<file path="config.mk">
export PLATFORM = sky130hd
export DESIGN_NAME = screen_fill_drawer_flat
export DESIGN_NICKNAME = d
export VERILOG_FILES = /design/src/rtl/screen_fill_drawer_if.sv /design/src/rtl/screen_fill_drawer.sv /design/src/flat_wrapper.sv
export SDC_FILE = /design/constraint.sdc
export NUM_CORES = 1
export LEC_CHECK = 0
export CELL_PAD_IN_SITES_DETAIL_PLACEMENT = 1
export CELL_PAD_IN_SITES_GLOBAL_PLACEMENT = 2
export CORE_MARGIN = 2
export CORE_UTILIZATION = 29
export CTS_CLUSTER_DIAMETER = 200
export CTS_CLUSTER_SIZE = 40
export DETAILED_ROUTE_END_ITERATION = 8
export PLACE_DENSITY = 0.73
export SLEW_MARGIN = 20
export SYNTH_ARGS = -nofsm -noshare
export SYNTH_HDL_FRONTEND = slang
export SYNTH_SLANG_ARGS = --single-unit
</file>
<file path="constraint.sdc">
create_clock -name clk -period 1.45 [get_ports clk]
set_input_delay 0.435 -clock clk [delete_from_list [all_inputs] [get_ports clk]]
set_output_delay 0.435 -clock clk [all_outputs]
set_load 0.02 [all_outputs]
</file>
<file path="src/rtl/screen_fill_drawer_if.sv">
// Draw handshake between the top controller and the full-screen painter,
// together with the pixel stream the painter sends to the drawable mux.
interface screen_fill_drawer_if;
    logic       draw_req;
    logic [2:0] bg_col;
    logic [2:0] fg_col;
    logic [7:0] x_out;
    logic [6:0] y_out;
    logic [2:0] col_out;
    logic       plot;
    logic       drawn;

    modport master (
        output draw_req, bg_col, fg_col,
        input  x_out, y_out, col_out, plot, drawn
    );

    modport slave (
        input  draw_req, bg_col, fg_col,
        output x_out, y_out, col_out, plot, drawn
    );
endinterface

</file>
<file path="src/rtl/screen_fill_drawer.sv">
// Paints a full screen as a raster sweep, one pixel per cycle: background
// colour everywhere with a foreground box overlaid; reports completion via drawn.
module screen_fill_drawer #(
    parameter int unsigned SCR_W  = 160,
    parameter int unsigned SCR_H  = 120,
    parameter int unsigned BOX_X0 = 40,
    parameter int unsigned BOX_X1 = 119,
    parameter int unsigned BOX_Y0 = 40,
    parameter int unsigned BOX_Y1 = 79
) (
    input  logic                  clk,
    input  logic                  resetn,
    screen_fill_drawer_if.slave   bus
);

    typedef enum logic [1:0] {
        IDLE = 2'd0,
        DRAW = 2'd1,
        DONE = 2'd2
    } state_t;

    localparam logic [7:0] LAST_X = 8'(SCR_W - 1);
    localparam logic [6:0] LAST_Y = 7'(SCR_H - 1);
    localparam logic [7:0] BX0    = 8'(BOX_X0);
    localparam logic [7:0] BX1    = 8'(BOX_X1);
    localparam logic [6:0] BY0    = 7'(BOX_Y0);
    localparam logic [6:0] BY1    = 7'(BOX_Y1);

    state_t     state_q, state_d;
    logic [7:0] x_cnt_q, x_cnt_d;
    logic [6:0] y_cnt_q, y_cnt_d;
    logic [2:0] bg_q, bg_d;
    logic [2:0] fg_q, fg_d;
    logic [7:0] x_out_q, x_out_d;
    logic [6:0] y_out_q, y_out_d;
    logic [2:0] col_q, col_d;
    logic       plot_q, plot_d;
    logic       drawn_q, drawn_d;
    logic       in_box;

    always_comb begin
        state_d = state_q;
        x_cnt_d = x_cnt_q;
        y_cnt_d = y_cnt_q;
        bg_d    = bg_q;
        fg_d    = fg_q;
        x_out_d = x_out_q;
        y_out_d = y_out_q;
        col_d   = col_q;
        plot_d  = 1'b0;
        drawn_d = 1'b0;

        in_box = (x_cnt_q >= BX0) && (x_cnt_q <= BX1) &&
                 (y_cnt_q >= BY0) && (y_cnt_q <= BY1);

        case (state_q)
            IDLE: begin
                if (bus.draw_req) begin
                    state_d = DRAW;
                    bg_d    = bus.bg_col;
                    fg_d    = bus.fg_col;
                    x_cnt_d = '0;
                    y_cnt_d = '0;
                end
            end
            DRAW: begin
                if (!bus.draw_req) begin
                    state_d = IDLE;
                    x_cnt_d = '0;
                    y_cnt_d = '0;
                end else begin
                    plot_d  = 1'b1;
                    x_out_d = x_cnt_q;
                    y_out_d = y_cnt_q;
                    col_d   = in_box ? fg_q : bg_q;
                    // Explicit end-of-line/frame compares; counters never wrap by overflow.
                    if (x_cnt_q == LAST_X) begin
                        x_cnt_d = '0;
                        if (y_cnt_q == LAST_Y) begin
                            y_cnt_d = '0;
                            state_d = DONE;
                        end else begin
                            y_cnt_d = y_cnt_q + 7'd1;
                        end
                    end else begin
                        x_cnt_d = x_cnt_q + 8'd1;
                    end
                end
            end
            DONE: begin
                if (bus.draw_req) begin
                    drawn_d = 1'b1;
                end else begin
                    state_d = IDLE;
                end
            end
            default: begin
                state_d = IDLE;
            end
        endcase
    end

    always_ff @(posedge clk) begin
        if (!resetn) begin
            state_q <= IDLE;
            x_cnt_q <= '0;
            y_cnt_q <= '0;
            bg_q    <= '0;
            fg_q    <= '0;
            x_out_q <= '0;
            y_out_q <= '0;
            col_q   <= '0;
            plot_q  <= 1'b0;
            drawn_q <= 1'b0;
        end else begin
            state_q <= state_d;
            x_cnt_q <= x_cnt_d;
            y_cnt_q <= y_cnt_d;
            bg_q    <= bg_d;
            fg_q    <= fg_d;
            x_out_q <= x_out_d;
            y_out_q <= y_out_d;
            col_q   <= col_d;
            plot_q  <= plot_d;
            drawn_q <= drawn_d;
        end
    end

    assign bus.x_out   = x_out_q;
    assign bus.y_out   = y_out_q;
    assign bus.col_out = col_q;
    assign bus.plot    = plot_q;
    assign bus.drawn   = drawn_q;

endmodule

</file>
<file path="src/flat_wrapper.sv">
// flat-port wrapper written by rule: the top's interface ports become plain ports
module screen_fill_drawer_flat 
#(
    parameter int unsigned SCR_W  = 160,
    parameter int unsigned SCR_H  = 120,
    parameter int unsigned BOX_X0 = 40,
    parameter int unsigned BOX_X1 = 119,
    parameter int unsigned BOX_Y0 = 40,
    parameter int unsigned BOX_Y1 = 79
)
  (clk, resetn, bus_draw_req, bus_bg_col, bus_fg_col, bus_x_out, bus_y_out, bus_col_out, bus_plot, bus_drawn);
  screen_fill_drawer_if bus_i ();
  input  logic clk;
  input  logic resetn;
  input wire logic [$bits(bus_i.draw_req)-1:0] bus_draw_req;
  input wire logic [$bits(bus_i.bg_col)-1:0] bus_bg_col;
  input wire logic [$bits(bus_i.fg_col)-1:0] bus_fg_col;
  output wire logic [$bits(bus_i.x_out)-1:0] bus_x_out;
  output wire logic [$bits(bus_i.y_out)-1:0] bus_y_out;
  output wire logic [$bits(bus_i.col_out)-1:0] bus_col_out;
  output wire logic [$bits(bus_i.plot)-1:0] bus_plot;
  output wire logic [$bits(bus_i.drawn)-1:0] bus_drawn;
  assign bus_i.draw_req = bus_draw_req;
  assign bus_i.bg_col = bus_bg_col;
  assign bus_i.fg_col = bus_fg_col;
  assign bus_x_out = bus_i.x_out;
  assign bus_y_out = bus_i.y_out;
  assign bus_col_out = bus_i.col_out;
  assign bus_plot = bus_i.plot;
  assign bus_drawn = bus_i.drawn;
  screen_fill_drawer #(.SCR_W(SCR_W), .SCR_H(SCR_H), .BOX_X0(BOX_X0), .BOX_X1(BOX_X1), .BOX_Y0(BOX_Y0), .BOX_Y1(BOX_Y1)) u_core (.clk(clk), .resetn(resetn), .bus(bus_i));
endmodule
</file>
=== Word-level counts from Yosys, hierarchy flattened ===
Index checks and enable logic that the tools add are counted.
W data, S select, Z words.

* Register bits: 43
* Latch bits: 0
* RAM bits: 0
* Bits in read-only memories: 0
* Output and inout bits: 20
* Memories kept: 0

* $add $sub $neg: 2
* $mul: 0
* Divide/modulo/power cells: 0
* Order comparisons: 4
* Equal/unequal tests: 8
* Shift operators: 0
* Mux-type cells: 17
* Bitwise operators: 0
* Reduce and logical (&&, ||, !) cells: 12

{| class="wikitable"
|+ Operators with widths
! operator !! number
|-
| $mux W7 || 4
|-
| $mux W8 || 3
|-
| $pmux W8 S2 || 1
|-
| $pmux W7 S2 || 1
|-
| $mux W2 || 5
|-
| $reduce_and A2 Y1 || 5
|-
| $add A8 B1 Y8 const B || 1
|-
| $eq A8 B8 Y1 const B || 1
|-
| $ge A8 B6 Y1 const B || 1
|-
| $le A8 B7 Y1 const B || 1
|-
| $add A7 B1 Y7 const B || 1
|-
| $eq A7 B7 Y1 const B || 1
|-
| $ge A7 B6 Y1 const B || 1
|-
| $le A7 B7 Y1 const B || 1
|-
| $ne A3 B2 Y1 const B || 2
|-
| $pmux W2 S3 || 1
|-
| $ne A2 B2 Y1 const B || 2
|-
| $reduce_and A4 Y1 || 1
|-
| $logic_and A1 B1 Y1 || 3
|-
| $mux W3 || 1
|-
| $reduce_and A3 Y1 || 1
|-
| $eq A2 B1 Y1 const B || 1
|-
| $eq A2 B2 Y1 const B || 1
|-
| $logic_not A2 Y1 || 1
|-
| other kinds (2) || 2
|}

=== Longest topological paths before layout ===
* Depth in word-level cells: 5
* Gate-level depth with buffers: 6

=== Worst setup path before layout ===
OpenSTA, ideal clock, no wires.

* Path kind: register -> register
* From: reg u_core.x_cnt_q[0]
* To: reg u_core.y_cnt_q[2]
* Library setup time: 70 ps
* Data arrival time: 1,504 ps
* Required time: 1,380 ps
* Setup slack: -124 ps
* Stages on the path, launching flop included: 6
* Buffers on the path: 0
* Period minus slack after synthesis: 1,574 ps
* Cell sequence: dfxtp_1 ha_1 and4_2 o221ai_4 or4_1 a21boi_1

* Word-level cells in the longest chain between the ends: 3

{| class="wikitable"
|+ RTL lines
! what !! RTL line !! text
|-
| from (decl) || screen_fill_drawer.sv:30 || <nowiki>logic [7:0] x_cnt_q, x_cnt_d;</nowiki>
|-
| from (signal assigned) || screen_fill_drawer.sv:117 || <nowiki>x_cnt_q <= x_cnt_d;</nowiki>
|-
| $eq A8 B8 Y1 || screen_fill_drawer.sv:77 || <nowiki>if (x_cnt_q == LAST_X) begin</nowiki>
|-
| $ne A3 B2 Y1 (no source line) || - ||
|-
| $reduce_and A3 Y1 (no source line) || - ||
|-
| to (signal assigned) || screen_fill_drawer.sv:118 || <nowiki>y_cnt_q <= y_cnt_d;</nowiki>
|-
| to (decl) || screen_fill_drawer.sv:31 || <nowiki>logic [6:0] y_cnt_q, y_cnt_d;</nowiki>
|}

Every way passes these cells.
A chain may end at the register's enable or synchronous reset.

=== Worst setup path in the final report ===
* From: in bus_draw_req
* To: reg u_core.y_cnt_q[2]

* Word-level cells in the longest chain between the ends: 2
* Elaborated cells between the ends (all ways): 5
* Those cells by class: eq/ne: 2; mux: 2; reduce/logical: 1

{| class="wikitable"
|+ RTL lines
! what !! RTL line !! text
|-
| from (decl) || flat_wrapper.sv:15 || <nowiki>input wire logic [$bits(bus_i.draw_req)-1:0] bus_draw_req;</nowiki>
|-
| $ne A3 B2 Y1 (no source line), or another cell as far along || - ||
|-
| $reduce_and A3 Y1 (no source line) or $pmux W7 S2 (tied branches) || - ||
|}

Parallel ways exist; a longest one is shown, timed or not.

==> results.py <==
metrics = {
    "outcome": {
        "status": "complete, but fails checks",
        "violations": "setup timing",
    },
    "final_layout": {
        "final_common_cell": "buf_4",
        "area_delta_synth_final_pct": 48.7,
        "utilization_pct": 44.7,
        "antennaDiodeCount": 0,
        "drive_gt1_share_pct": 30.3,
        "num-fill-cells": 753,
        "layout_common_cells": "buf_4, nand2_1, dfxtp_1",
        "instances_no_fill": 361,
        "layout.nets": 296,
        "post-route-cell-area_um2": 2840,
    },
    "timing": {
        "final-hold-violation-count": 0,
        "timing.slew.headroom_pct": 79.9,
        "final-setup-viol-count": 2,
        "max_freq_mhz": 666,
        "rsz0062_at_grt": "true",
        "slew_violations": 0,
        "worst_pin_slew_ns": 0.302,
        "holdWs_ns": 0.468,
        "period_share_pct": 104,
        "setup_tns_ns": -0.0850,
        "finalClockSkew_ns": 0.00688,
        "period_minus_slack_ns": 1.50,
        "setup_slack_ns": -0.0509,
    },
    "floorplan": {
        "initial_utilization_pct": 30.1,
        "dieWidth_um": 85.2,
        "dieArea_um2": 7250,
        "rows": 29,
        "ios": 29,
        "core_um2": 6350,
        "chipHeight_um": 85.2,
    },
    "logic_synthesis": {
        "synthesis.nets": 224,
        "syn_inst": 211,
        "postSynthAreaPerCell_um2": 9.05,
        "yosysWarnings": 0,
        "synth_top_area_cell": "dfxtp_1",
        "synth_top_area_share_pct": 45.1,
        "synthXorXnorAreaFrac_pct": 4.58,
        "synth-seq-cells": 43,
        "synth_top_family_by_area": "simple AND/OR/NAND/NOR gates",
        "syn-cell-area_um2": 1910,
        "synth_cell_types": 43,
        "synthAdderAreaFrac_pct": 2.62,
        "synth_simple_gate_area_share_pct": 23.0,
        "synthMuxAreaShare_pct": 4.72,
        "ys_async_sr_fraction_pct": 0,
        "synth_area_leaders": "dfxtp_1, nand2_1, a21boi_0",
        "synth-edff-count": 0,
        "seq_area_frac_synth_pct": 45.1,
        "synth_flop_cell": "dfxtp_1",
        "synth_compound_area_share_pct": 15.7,
    },
    "global_route": {
        "gr-usage-met3_pct": 3.11,
        "grt.busiest_layer": "met2",
        "met1_usage_pct": 19.3,
        "first_global_vias": 1754,
        "gr-usage-met2_pct": 26.3,
        "grt_pass1_wl_mm": 8.74,
        "grt_overflow_total": 0,
        "grt_max_degree": 16,
        "antenna_found_initial": 0,
        "grtUsageTotal_pct": 15.4,
    },
    "worst_hold_path": {
        "min_path_cells": 2,
        "min_path_type": "reg -> reg",
        "min_from": "u_core.bus.x_out[5]$_SDFFE_PN0P_",
        "hold-path-endpoint": "u_core.bus.x_out[5]$_SDFFE_PN0P_",
    },
    "critical_path": {
        "crit_type": "in -> reg",
        "cp_slowest_stage_delay_ns": 0.42,
        "cp-start-kind": "primary input",
        "cp-end-kind": "flip-flop",
        "required_ns": 1.69,
        "ff2ff_path_depth": 5,
        "cp.depth": 6,
        "arrival_ns": 1.74,
        "crit_chain": "dlygate4sd2_1 -> buf_4 -> o21ba_2 -> o221ai_4 -> or4_1 -> a21boi_1",
        "rr_endpoint": "u_core.y_cnt_q[2]$_SDFFE_PN0P_",
        "cp_top_family": "compound AO/OA/AOI/OAI gates",
        "ff2ff_setup_slack_ns": -0.05,
        "reg2reg_from": "u_core.x_cnt_q[1]$_SDFFE_PN0P_",
        "slowest_stage": "or4_1",
        "cp_max_fo": 6,
        "critPathBufInv": 2,
    },
    "placed_design": {
        "routabilityCongestion": 0.743,
        "preCtsSetupSlack_ns": -0.604,
        "post-place-cells": 345,
        "place_area_um2": 2550,
        "dp_hpwl_mm": 3.65,
        "io_buffer_count": 28,
    },
    "clock_tree": {
        "htree_levels": 2,
        "clk_path_buf_depth": 2,
        "holdBufCountCts": 0,
        "cts_sinks": 43,
        "root_buffer": "clkbuf_8",
        "clkSlewWorstSetupHoldPaths_ns": 0.09,
        "cts_buffers": 5,
        "tritoncts": "built",
        "clk-insertion-delay-late_ns": 0.30,
    },
    "drt": {
        "drt_iter0_markers": 39,
        "avgViaCountPerCell": 4.72,
        "wirelength_mm": 5.26,
        "vias": 1703,
        "wl_per_cell_um": 14.6,
        "drt_pass1_iterations": 4,
        "drt.antenna.violating_nets": 0,
        "drc": 0,
    },
    "pwr": {
        "clockPowerShare_pct": 43.3,
        "intPower_mw": 2.02,
        "combPwrFrac_pct": 9.6,
        "p_total_mw": 2.58,
        "switching_share_pct": 21.9,
        "seq_power_share_pct": 47.1,
        "p_leak_nw": 1.10,
        "irDropWorstVdd_mv": 0.454,
        "power_density_nw_per_um2": 909,
        "net-switching-power_mw": 0.567,
    },
    "flow_run": {
        "drv_cap": 0,
    },
}
final cells by class:
type,instances,area (um2),share of cell area (%)
Multi-Input combinational cell,152,1090,38.2
Timing Repair Buffer,75,633,22.3
Tap cell,77,96.3,3.39
Sequential cell,43,871,30.6
Inverter,6,22.5,0.793
Clock buffer,6,72.6,2.55
Clock inverter,2,60.1,2.11
synth_stat cells, types with 2 or more instances:
| cell | instances |
|---|---|
| and3b_1 | 2 |
| xor2_1 | 2 |
| nor2b_1 | 7 |
| nand3_1 | 5 |
| a21boi_0 | 15 |
| o211ai_1 | 4 |
| nand4b_1 | 2 |
| nor2_1 | 16 |
| ha_1 | 4 |
| a21oi_1 | 7 |
| inv_1 | 6 |
| nor3_1 | 2 |
| o21ai_0 | 6 |
| clkbuf_1 | 7 |
| and2_1 | 2 |
| xnor2_1 | 8 |
| nand2_1 | 40 |
| dfxtp_1 | 43 |
| mux2i_1 | 9 |
power by group through the flow:
stage          combinational [mW]  sequential [mW]  clock (mW)
4_1_cts                     0.235             1.22        1.16
5_1_grt                     0.270             1.22        1.21
3_5_place_dp                0.220             1.24           0
3_3_place_gp                0.218             1.24           0
2_1_floorplan               0.104             1.25           0
6_report                    0.248             1.22        1.12
metal layers:
| layer | vias up | routed length, um |
|---|---|---|
| met5 | - | 0 |
| met4 | 0 | 63 |
| met1 | 810 | 2340 |
| li1 | 864 | - |
| met2 | 24 | 2660 |
| met3 | 5 | 191 |
timing repair:
action / CTS / global route
resized for setup: 34 / 27
endpoints found under the setup margin: 60 / 32
pin swaps: 8 / 8
cloned: 1 / 0
setup buffers: 5 / 2
endpoints found under the hold margin: 0 / 0
registers in the layout, summed over array words and instances (netlist names):
name,flops
u_core.bg_q,3
u_core.bus.col_out,3
u_core.bus.drawn,1
u_core.bus.plot,1
u_core.bus.x_out,8
u_core.bus.y_out,7
u_core.fg_q,3
u_core.state_q,2
u_core.x_cnt_q,8
u_core.y_cnt_q,7
worst register-to-register path: cells and delay by family, from the launching register on:
kind / cells / cell delay, ns
adders and majority gates: 1 / 0.13
AOI/OAI and AO/OA: 2 / 0.28
DFF: 1 / 0.36
and+or+nand+nor: 2 / 0.67
kinds of logic (layout without fill, tap and decap cells):
logic type | Yosys count | after routing
muxes | 9 | 9
and+or+nand+nor | 87 | 87
adders and majority gates | 4 | 4
buffers and inverters | 17 | 89
xor gates and xnor gates | 10 | 10
DFF | 43 | 43
AOI/OAI and AO/OA | 41 | 42
worst max-delay path by stage:
stage / slack, ns / start / to
after floorplan: -0.05 / u_core.x_cnt_q[0]$_SDFFE_PN0P_ / u_core.y_cnt_q[2]$_SDFFE_PN0P_
after CTS: -0.07 / u_core.x_cnt_q[1]$_SDFFE_PN0P_ / u_core.y_cnt_q[5]$_SDFFE_PN0P_
after global placement: -0.57 / bus_draw_req / u_core.y_cnt_q[2]$_SDFFE_PN0P_
after detailed placement: -0.60 / bus_draw_req / u_core.y_cnt_q[2]$_SDFFE_PN0P_
final: -0.05 / bus_draw_req / u_core.y_cnt_q[2]$_SDFFE_PN0P_
after global routing: -0.13 / u_core.x_cnt_q[7]$_SDFFE_PN0P_ / u_core.bus.col_out[2]$_SDFFE_PN0P_
Power figures use the tool's default switching activity.
